--- src/rtl/countdown_drain.sv ---
// rtl/countdown_drain.sv - token drain counter: loads a clipped count and drains it one token per handshake
//
// Purpose:
//    Reader side of the selector-gated accumulator. A load captures
//    min(load_val, LIMIT) into sn. Each accepted token (tok_valid && tok_ready)
//    decrements sn and increments i. The block finishes in DONE when sn
//    reaches zero.
//
// Optional build macro: DRAIN_ABORT_EN
//    Adds the input abort, which leaves DRAIN for IDLE with sn and i held.
//
// Ports:
//    clk        in   system clock, rising edge
//    rst        in   asynchronous active-low reset
//    load       in   load request, sampled in IDLE/DONE only
//    load_val   in   count to drain (WIDTH)
//    selector   in   drain enable, gates tok_valid
//    tok_ready  in   downstream accepts a token
//    abort      in   (DRAIN_ABORT_EN only) abandon the drain, return to IDLE
//    tok_valid  out  token offered this cycle (combinational)
//    sn         out  remaining count (WIDTH, registered)
//    i          out  tokens transferred since last load (WIDTH, registered)
//    busy       out  high in DRAIN (registered)
//    done       out  high in DONE (registered)

module countdown_drain #(
   parameter int WIDTH = 8,
   parameter int LIMIT = 200
) (
   input  logic             clk,
   input  logic             rst,
   input  logic             load,
   input  logic [WIDTH-1:0] load_val,
   input  logic             selector,
   input  logic             tok_ready,
`ifdef DRAIN_ABORT_EN
   input  logic             abort,
`endif
   output logic             tok_valid,
   output logic [WIDTH-1:0] sn,
   output logic [WIDTH-1:0] i,
   output logic             busy,
   output logic             done
);

   typedef enum logic [1:0] {
      S_IDLE  = 2'd0,
      S_DRAIN = 2'd1,
      S_DONE  = 2'd2
   } state_t;

   localparam logic [WIDTH-1:0] LIMIT_W = WIDTH'(LIMIT);

   state_t           r_state;
   logic [WIDTH-1:0] r_sn;
   logic [WIDTH-1:0] r_i;
   logic             r_busy;
   logic             r_done;

   logic             w_abort;
   logic             w_xfer;
   logic [WIDTH-1:0] w_clip;

`ifdef DRAIN_ABORT_EN
   assign w_abort = abort;
`else
   assign w_abort = 1'b0;
`endif

   assign w_clip    = (load_val > LIMIT_W) ? LIMIT_W : load_val;
   // abort masks the offer, so no token can slip through on the abort edge
   assign tok_valid = (r_state == S_DRAIN) && selector && !w_abort;
   assign w_xfer    = tok_valid && tok_ready;

   always_ff @(posedge clk or negedge rst) begin
      if (!rst) begin
         r_state <= S_IDLE;
         r_sn    <= '0;
         r_i     <= '0;
         r_busy  <= 1'b0;
         r_done  <= 1'b0;
      end else begin
         case (r_state)
            S_IDLE, S_DONE: begin
               if (load) begin
                  r_sn <= w_clip;
                  r_i  <= '0;
                  // a zero load has nothing to drain and goes straight to DONE
                  if (w_clip != '0) begin
                     r_state <= S_DRAIN;
                     r_busy  <= 1'b1;
                     r_done  <= 1'b0;
                  end else begin
                     r_state <= S_DONE;
                     r_busy  <= 1'b0;
                     r_done  <= 1'b1;
                  end
               end
            end
            S_DRAIN: begin
               if (w_abort) begin
                  r_state <= S_IDLE;
                  r_busy  <= 1'b0;
                  r_done  <= 1'b0;
               end else if (w_xfer) begin
                  r_sn <= r_sn - WIDTH'(1);
                  r_i  <= r_i + WIDTH'(1);
                  if (r_sn == WIDTH'(1)) begin
                     r_state <= S_DONE;
                     r_busy  <= 1'b0;
                     r_done  <= 1'b1;
                  end
               end
            end
            default: begin
               r_state <= S_IDLE;
               r_busy  <= 1'b0;
               r_done  <= 1'b0;
            end
         endcase
      end
   end

   assign sn   = r_sn;
   assign i    = r_i;
   assign busy = r_busy;
   assign done = r_done;

endmodule

--- config.mk ---
export PLATFORM = sky130hd
export DESIGN_NAME = countdown_drain
export DESIGN_NICKNAME = d
export VERILOG_FILES = /design/src/rtl/countdown_drain.sv
export SDC_FILE = /design/constraint.sdc
export NUM_CORES = 1
export LEC_CHECK = 0
export BUFFER_PORTS_ARGS = -buffer_cell sky130_fd_sc_hd__buf_2
export CORE_MARGIN = 4
export CORE_UTILIZATION = 46
export CTS_CLUSTER_SIZE = 30
export DETAILED_ROUTE_END_ITERATION = 16
export PLACE_DENSITY = 0.74
export SLEW_MARGIN = 20
export SYNTH_ARGS = -nofsm -noshare
export SYNTH_HDL_FRONTEND = slang
export SYNTH_SLANG_ARGS = --single-unit
--- constraint.sdc ---
create_clock -name clk -period 1.7 [get_ports clk]
set_clock_uncertainty 0.2 [all_clocks]
set_input_delay 0.17 -clock clk [delete_from_list [all_inputs] [get_ports clk]]
set_output_delay 0.17 -clock clk [all_outputs]
set_load 0.05 [all_outputs]
==> flow_metrics.env, run 1 <==
export IMPL_n_antenna_cell=0
export IMPL_dieArea_mm2=0.00339
export IMPL_m1WireLength_um=1310
export IMPL_wl_per_cell_um=14.8
export IMPL_critical_path_buf_inv_count=0
export IMPL_synth_common_cells="dfrtp_1, nor2_1, nand2_1, a21oi_1, o21ai_0"
export IMPL_violations="negative setup slack"
export IMPL_p_seq_share_pct=29.0
export IMPL_overflow=0
export IMPL_arrival_ps=1760
export IMPL_crit_type="flop to flop"
export IMPL_switching_power_mw=1.49
export IMPL_wirelength_um=2900
export IMPL_fin_ws_ps=-69.9
export IMPL_port_buffers=31
export IMPL_cpPeakStageDelay_ps=560
export IMPL_dpl_hpwl_um=2250
export IMPL_synth_warnings=0
export IMPL_r2r_setup_slack_ps=-70
export IMPL_min_period_over_period_pct=104
export IMPL_syn_area_mm2=0.00116
export IMPL_power_leakage_nw=0.693
export IMPL_yosys_cell_count_top_type="dfrtp_1"
export IMPL_num_rows=17
export IMPL_slew_violations=0
export IMPL_internal_power_mw=1.34
export IMPL_cp_required_ps=1690
export IMPL_initial_core_util_pct=50.5
export IMPL_crit_family="simple AND/OR/NAND/NOR gates"
export IMPL_hold_start="load_val[5]"
export IMPL_drt_pass1_iter_count=4
export IMPL_relSlewSlack_pct=72.0
export IMPL_path_clk_slew_ps=110
export IMPL_num_nets_final=185
export IMPL_first_global_vias=1141
export IMPL_met3_wirelength_um=168
export IMPL_wl_met2_um=1390
export IMPL_hold_class="input pin to flop"
export IMPL_ios=32
export IMPL_hold_slack_ps=9.20
export IMPL_whs_endpoint="sn[5]"
export IMPL_peakVddDrop_uv=1380
export IMPL_whs_path_depth=3
export IMPL_yosysTopAreaCellShare_pct=41.0
export IMPL_yosys_area_top_type="dfrtp_1"
export IMPL_clock_latency_ps=290
export IMPL_slowest_stage="or4_4"
export IMPL_max_cap_violations=0
export IMPL_combPwrFrac_pct=62.8
export IMPL_core_mm2=0.00230
export IMPL_fp_dieH_um=58.2
export IMPL_synth_area_leaders="dfrtp_1, nor2_1, a21oi_1"
export IMPL_clock_sinks=19
export IMPL_fmax_mhz=565
export IMPL_drtIter0Drc=42
export IMPL_min_period_ps=1770
export IMPL_worst_slew_pin_slew_ps=420
export IMPL_yosysSeqAreaShare_pct=41.0
export IMPL_place_gp_congestion=0.890
export IMPL_cts_tree="built"
export IMPL_switching_share_pct=52.8
export IMPL_drt_antenna_violating_nets=0
export IMPL_avgSynthCellArea_um2=9.51
export IMPL_drive_above_1_share_pct=41.1
export IMPL_p_per_area_mw_per_mm2=1880
export IMPL_startpoint_type="flop"
export IMPL_htreeDepth=1
export IMPL_cts_buffer_depth=2
export IMPL_cts_root_buf="clkbuf_4"
export IMPL_hold_viol_final=0
export IMPL_track_usage_pct=18.6
export IMPL_place_area_mm2=0.00141
export IMPL_vias=1151
export IMPL_syn_inst=122
export IMPL_r2r_start="sn[5]"
export IMPL_grt_max_degree=20
export IMPL_area_delta_synth_final_pct=29.6
export IMPL_ys_async_sr_fraction_pct=100
export IMPL_synth_edf_count=0
export IMPL_viasPerCell=5.87
export IMPL_ys_ff_latch=19
export IMPL_finalSetupViolations=2
export IMPL_crit_fanout=2
export IMPL_yosys_cell_types_count=43
export IMPL_antenna_found_initial=0
export IMPL_status="complete, but fails checks"
export IMPL_die_w_um=58.2
export IMPL_final_area_mm2=0.00150
export IMPL_ys_dominant_reg_cell="dfrtp_1"
export IMPL_highest_signal_layer="met4"
export IMPL_synth_nets=138
export IMPL_grt_pass1_wl_um=4930
export IMPL_post_route_drc_count=0
export IMPL_pwr_share_clk_pct=8.1
export IMPL_endpoint_kind="flop"
export IMPL_cp_cell_sequence="or4_4 > nor4_4 > a41oi_2 > a21boi_1"
export IMPL_rr_worst_depth=4
export IMPL_r2r_end="sn[7]"
export IMPL_numCtsBuffers=3
export IMPL_rsz0062_at_grt="yes"
==> how the worst max path moves through the flow <==
| stage | from | to | slack, ps | cells past startpoint |
|---|---|---|---|---|
| 6_report | sn[5] | sn[7] | -70 | 4 |
| 5_1_grt | sn[4] | sn[7] | -140 | 4 |
| 3_5_place_dp | sn[4] | sn[7] | -30 | 4 |
| 2_1_floorplan | sn[5] | sn[7] | -130 | 4 |
| 3_3_place_gp | sn[5] | busy | -60 | 5 |
| 4_1_cts | sn[4] | sn[7] | -50 | 4 |
==> metal layers <==
metal | track usage, % | vias to the layer above
met2 | 32.3 | 38
met4 | 6.95 | 0
met5 | 0 | -
li1 | - | 548
met1 | 22.7 | 561
met3 | 3.34 | 4
==> state kept, by name, summed over array words and instances, names as in the netlist <==
register / cells
sn: 8
r_state: 2
i: 8
busy: 1
==> worst min-delay path, cell delays in order <==
cell and delay, ps:
buf_2 100, a31oi_1 80, o21ai_1 120
==> layout make-up <==
type                    instances  area [um^2]
flip-flops and latches         19          484
inverters                       3         11.3
well taps                      28         35.0
fillers                       196          795
repair buffers                 47          290
clock buffers                   4         26.3
multi-input cells              95          656
==> cell families after synthesis <==
| logic type | share of synthesized area, % |
|---|---|
| xor gates and xnor gates | 3.78 |
| adders and majority gates | 3.24 |
| DFF | 41.0 |
| buffers and inverters | 4.64 |
| AOI/OAI and AO/OA | 20.1 |
| and+or+nand+nor | 27.3 |
==> power groups by stage <==
stage                     sequential (mW)  combinational (mW)  clock [mW]
after detailed placement            0.834                1.68           0
after global placement              0.812                1.66           0
after global routing                0.849                1.91       0.258
final                               0.822                1.78       0.230
after CTS                           0.818                1.75       0.235
after floorplan                      1.36               0.673           0
==> what timing repair did <==
action,4_1_cts,5_1_grt
cloned,0,0
gates resized for setup,6,4
pin swaps,1,1
hold endpoints to repair,20,0
setup buffers,1,1
hold buffers,2,0
setup endpoints to repair,3,11
==> through the flow <==
stage	instances	TNS (ps)	util [%]	power (mW)	setup slack [ps]
after floorplan	122	-130	-	2.03	-130
after global placement	188	-58.2	61.2	2.48	-58.2
after detailed placement	188	-32.4	61.2	2.51	-25.8
after CTS	195	-108	64.2	2.80	-48.0
after global routing	196	-491	65.4	3.02	-137
final	196	-125	65.4	2.83	-69.9
==> layout by cell type, fill, tap and decap left out, types with 2 or more instances in the layout <==
| master | n |
|---|---|
| buf_2 | 30 |
| nor2_1 | 18 |
| buf_4 | 14 |
| dfrtp_1 | 12 |
| nand2_1 | 9 |
| a21oi_1 | 8 |
| o21ai_0 | 8 |
| dfrtp_2 | 7 |
| inv_1 | 3 |
| nor4_1 | 3 |
| nand4_1 | 3 |
| xor2_1 | 3 |
| ha_1 | 3 |
| clkbuf_4 | 3 |
| nor3b_1 | 2 |
| and3_1 | 2 |
| nor4_4 | 2 |
| nand3_1 | 2 |
| xnor2_1 | 2 |
| a31o_2 | 2 |
| nor3_1 | 2 |
| a41oi_1 | 2 |
| o22a_1 | 2 |
| a31oi_1 | 2 |
| dlygate4sd3_1 | 2 |
No activity file was read; power rests on OpenSTA's default activity.
==> run 2, diff against run 1 <==
--- a/config.mk
+++ b/config.mk
@@ -11,6 +11,7 @@
 export CTS_CLUSTER_SIZE = 30
 export DETAILED_ROUTE_END_ITERATION = 16
 export PLACE_DENSITY = 0.74
+export SETUP_SLACK_MARGIN = 0.2
 export SLEW_MARGIN = 20
 export SYNTH_ARGS = -nofsm -noshare
 export SYNTH_HDL_FRONTEND = slang
==> run 2 against run 1 <==
The flow still finishes with violations (negative setup slack). Worst hold slack improved by 5.4 ps. Critical path depth did not move. Fmax is 1.1% lower. Routed wire length up 39%. Register-to-register slack worse by 20 ps. Sequential power up 4.9%. Clock power increased by 4%. Sequential cell count stayed put. Combinational power rose by 36%. Via count grew 18%. Non-clock buffer count rose by 22. Critical path type unchanged. Largest cell class unchanged. Largest power group unchanged. Highest routed layer unchanged.
==> flow_metrics.env, run 2 (synthesis gave the netlist of run 1 again) <==
export IMPL_status="complete, but fails checks"
export IMPL_violations="negative setup slack"
export IMPL_track_usage_pct=24.1
export IMPL_path_clk_slew_ps=120
export IMPL_drt_antenna_violating_nets=0
export IMPL_p_per_area_mw_per_mm2=1870
export IMPL_drtIter0Drc=93
export IMPL_htreeDepth=1
export IMPL_overflow=0
export IMPL_fmax_mhz=559
export IMPL_dieArea_mm2=0.00339
export IMPL_crit_fanout=2
export IMPL_min_period_over_period_pct=105
export IMPL_peakVddDrop_uv=1590
export IMPL_clock_latency_ps=300
export IMPL_num_nets_final=208
export IMPL_endpoint_kind="flop"
export IMPL_arrival_ps=1790
export IMPL_area_delta_synth_final_pct=61.8
export IMPL_fin_ws_ps=-89.3
export IMPL_slew_violations=0
export IMPL_viasPerCell=6.19
export IMPL_clock_sinks=19
export IMPL_rsz0062_at_grt="yes"
export IMPL_port_buffers=31
export IMPL_grt_pass1_wl_um=6260
export IMPL_slowest_stage="or4_4"
export IMPL_cts_tree="built"
export IMPL_first_global_vias=1285
export IMPL_grt_max_degree=20
export IMPL_post_route_drc_count=0
export IMPL_antenna_found_initial=0
export IMPL_cts_buffer_depth=2
export IMPL_cpPeakStageDelay_ps=570
export IMPL_layout_common_cells="buf_4, buf_2, nor2_1"
export IMPL_final_core_util_pct=81.7
export IMPL_startpoint_type="flop"
export IMPL_vias=1356
export IMPL_place_gp_congestion=0.874
export IMPL_hold_slack_ps=14.6
export IMPL_wl_per_cell_um=18.5
export IMPL_hold_class="input pin to flop"
export IMPL_numCtsBuffers=3
export IMPL_place_area_mm2=0.00143
export IMPL_finalSetupViolations=3
export IMPL_cts_root_buf="clkbuf_4"
export IMPL_num_rows=17
export IMPL_drive_above_1_share_pct=61.8
export IMPL_worst_slew_pin_slew_ps=424
export IMPL_ios=32
export IMPL_final_area_mm2=0.00188
export IMPL_relSlewSlack_pct=71.3
export IMPL_die_w_um=58.2
export IMPL_r2r_start="sn[5]"
export IMPL_drt_pass1_iter_count=4
export IMPL_dpl_hpwl_um=2340
export IMPL_crit_start="sn[5]"
export IMPL_core_mm2=0.00230
export IMPL_min_period_ps=1790
export IMPL_n_antenna_cell=0
export IMPL_power_leakage_nw=0.853
export IMPL_layout_commonest_cell="buf_4"
export IMPL_finalPower_mw=3.52
export IMPL_max_cap_violations=0
export IMPL_fillers=126
export IMPL_cp_required_ps=1700
export IMPL_hold_start="load_val[5]"
export IMPL_fp_dieH_um=58.2
export IMPL_crit_type="flop to flop"
export IMPL_initial_core_util_pct=50.5
export IMPL_cp_cell_sequence="or4_4 > nor4_4 > a41oi_2 > a21boi_1"
export IMPL_hold_viol_final=0
export IMPL_wirelength_um=4040
-- run 2: cell types whose count changed in the layout (fill, tap and decap cells not counted), moves of 2 or more --
cell	change
buf_8	+3
buf_4	+11
a21oi_1	-2
o21ai_0	-6
nand2_1	-3
nand2_2	+2
o21ai_1	+5
buf_2	-6
a21oi_2	+2
buf_6	+14
dfrtp_1	-9
dfrtp_2	+9
-- run 2: routing by layer --
metal	track usage (%)	up-vias	share of wire (%)
li1	-	594	-
met1	30.4	666	39
met2	41.6	78	50
met3	3.56	18	7.6
met4	8.94	0	3.3
met5	0	-	0
-- run 2: worst paths after layout --
kind                          to  slack (ps)  depth (start not counted)
max                        sn[7]         -90                          4
min                        sn[5]          10                          3
max reg2reg                sn[7]         -90                          4
min reg2reg                 i[0]         340                          1
max in group asynchronous  sn[6]         840                          2
min in group asynchronous  sn[3]         130                          2
-- run 2: per-stage QoR --
| step | TNS, ps | setup WS [ps] | instances |
|---|---|---|---|
| after global routing | -456 | -138 | 219 |
| after floorplan | -130 | -130 | 122 |
| after CTS | -41.4 | -41.4 | 209 |
| final | -133 | -89.3 | 219 |
| after detailed placement | -118 | -75.1 | 189 |
| after global placement | -53.7 | -53.7 | 189 |
-- run 2: cell type report --
type	instances	area [um^2]	area share (%)
clock inverters	1	5.00	0.267
multi-input cells	96	762	40.6
repair buffers	69	546	29.1
flip-flops and latches	19	495	26.4
clock buffers	3	22.5	1.20
well taps	28	35.0	1.87
inverters	3	11.3	0.600
-- run 2: power by group --
group	leakage [nW]	switching [mW]	internal, mW	total [mW]
Combinational	0.620	1.41	1.01	2.42
Sequential	0.216	0.224	0.638	0.862
Clock	0.0177	0.152	0.0876	0.240
-- run 2: repair_timing --
item | in CTS | in global routing
resized for setup | 31 | 34
endpoints found under the hold margin | 20 | 0
setup buffers | 13 | 10
hold buffers | 2 | 0
endpoints found under the setup margin | 20 | 25
gates cloned | 1 | 0
pin swaps | 16 | 10
-- run 2: critical path: cells and delay by family, from the launching register on --
kind / cells / cell delay [ps]
compound gates: 2 / 290
flops: 1 / 440
simple gates: 2 / 760
==> run 3, diff against run 2 <==
--- a/config.mk
+++ b/config.mk
@@ -7,10 +7,9 @@
 export LEC_CHECK = 0
 export BUFFER_PORTS_ARGS = -buffer_cell sky130_fd_sc_hd__buf_2
 export CORE_MARGIN = 4
-export CORE_UTILIZATION = 46
+export CORE_UTILIZATION = 30
 export CTS_CLUSTER_SIZE = 30
 export DETAILED_ROUTE_END_ITERATION = 16
-export PLACE_DENSITY = 0.74
 export SETUP_SLACK_MARGIN = 0.2
 export SLEW_MARGIN = 20
 export SYNTH_ARGS = -nofsm -noshare
==> run 3 against run 2 <==
The flow still finishes with violations (negative setup slack). Combinational power hardly changed. Clock power is 30% higher. Register-to-register slack improved by 20 ps. Critical path depth is the same. Final cell count increased by 5.9%. Core utilization is 30 points lower. Sequential cell count unchanged. Final area rose by 1.1%. Fmax grew 1.0%. Critical endpoint unchanged. Largest power group unchanged. Highest routed layer unchanged.
==> flow_metrics.env, run 3 (synthesis gave the netlist of run 1 again) <==
export IMPL_status="complete, but fails checks"
export IMPL_violations="negative setup slack"
export IMPL_antenna_found_initial=0
export IMPL_finalPower_mw=3.60
export IMPL_wirelength_um=3860
export IMPL_min_period_over_period_pct=104
export IMPL_slew_violations=0
export IMPL_drt_antenna_violating_nets=0
export IMPL_num_rows=22
export IMPL_power_leakage_nw=0.827
export IMPL_finalSetupViolations=3
export IMPL_layout_commonest_cell="buf_2"
export IMPL_n_antenna_cell=0
export IMPL_dpl_hpwl_um=2480
export IMPL_grt_max_degree=20
export IMPL_grt_pass1_wl_um=6020
export IMPL_crit_fanout=2
export IMPL_cts_tree="built"
export IMPL_cts_buffer_depth=2
export IMPL_endpoint_kind="flop"
export IMPL_place_gp_congestion=0.870
export IMPL_track_usage_pct=15.0
export IMPL_initial_core_util_pct=31.4
export IMPL_htreeDepth=1
export IMPL_viasPerCell=5.39
export IMPL_place_worst_setup_slack_ps=-125
export IMPL_rr_worst_depth=4
export IMPL_hold_class="input pin to flop"
export IMPL_arrival_ps=1700
export IMPL_numCtsBuffers=3
export IMPL_hold_viol_final=0
export IMPL_path_clk_slew_ps=70
export IMPL_relSlewSlack_pct=71.2
export IMPL_first_global_vias=1244
export IMPL_clock_latency_ps=250
export IMPL_drt_pass1_iter_count=4
export IMPL_cts_root_buf="clkbuf_8"
export IMPL_met3_wirelength_um=248
export IMPL_peakVddDrop_uv=938
export IMPL_wl_met2_um=2090
export IMPL_post_route_drc_count=0
export IMPL_area_delta_synth_final_pct=63.5
export IMPL_p_per_area_mw_per_mm2=1900
export IMPL_die_w_um=70.2
export IMPL_max_cap_violations=0
export IMPL_whs_path_depth=3
export IMPL_overflow=0
export IMPL_worst_slew_pin_slew_ps=432
export IMPL_fp_dieH_um=70.2
export IMPL_dieArea_mm2=0.00493
export IMPL_drive_above_1_share_pct=63.6
export IMPL_fmax_mhz=565
export IMPL_m1WireLength_um=1490
export IMPL_highest_signal_layer="met4"
export IMPL_wl_per_cell_um=16.6
export IMPL_core_mm2=0.00369
export IMPL_fillers=355
export IMPL_clock_sinks=19
export IMPL_fin_ws_ps=-70.9
export IMPL_drtIter0Drc=41
export IMPL_crit_type="flop to flop"
export IMPL_ios=32
export IMPL_rsz0062_at_grt="yes"
export IMPL_layout_common_cells="buf_2, buf_4, nor2_1"
export IMPL_port_buffers=31
export IMPL_num_nets_final=201
export IMPL_startpoint_type="flop"
export IMPL_min_period_ps=1770
export IMPL_cp_required_ps=1630
export IMPL_vias=1251
[run 3: layout make-up]
class                   count  area, um^2  share of cell area [%]
well taps                  48        60.1                    3.17
repair buffers             61         460                    24.3
clock inverters             1        5.00                   0.264
flip-flops and latches     19         494                    26.1
clock buffers               3        41.3                    2.18
multi-input cells          97         825                    43.5
inverters                   3        11.3                   0.594
[run 3: what timing repair did]
action,CTS,global route
setup endpoints to repair,17,20
pin swaps,7,16
gates resized for setup,28,34
endpoints found under the hold margin,19,0
buffers inserted,8,9
cloned,1,1
hold buffers,1,0
[run 3: routing by layer]
layer	vias to the layer above	global-route usage, %
met5	-	0
met2	56	25.9
met3	4	2.88
met4	0	4.04
li1	581	-
met1	610	18.9
[run 3: final timing paths]
kind,start,to,slack [ps]
worst max-delay path,sn[5],sn[7],-70
worst min-delay path,load_val[5],sn[5],50
worst max register to register,sn[5],sn[7],-70
worst min register to register,i[0],i[0],340
max in group asynchronous,rst,i[1],780
min in group asynchronous,rst,sn[6],190
[run 3: critical path, stage by stage (launching register included)]
cell      delay [ps]
dfrtp_2          410
or4_4            560
nor4_4           170
a41oi_1          150
a21boi_1         160
[run 3: power by group]
group / total, mW / switching, mW / internal, mW
Clock: 0.312 / 0.149 / 0.163
Combinational: 2.42 / 1.45 / 0.974
Sequential: 0.872 / 0.236 / 0.636
[run 3: metrics by stage]
stage / utilization, % / hold WS (ps) / setup TNS [ps] / instances / cell area [um^2]
floorplan: - / -326 / -130 / 122 / 1190
global placement: 39.3 / -62.7 / -167 / 208 / 1450
detailed placement: 39.3 / -54.9 / -332 / 208 / 1450
CTS: 45.1 / 8.73 / -30.1 / 222 / 1660
global route: 51.4 / 65.2 / -264 / 232 / 1900
finish: 51.4 / 49.1 / -91.9 / 232 / 1900
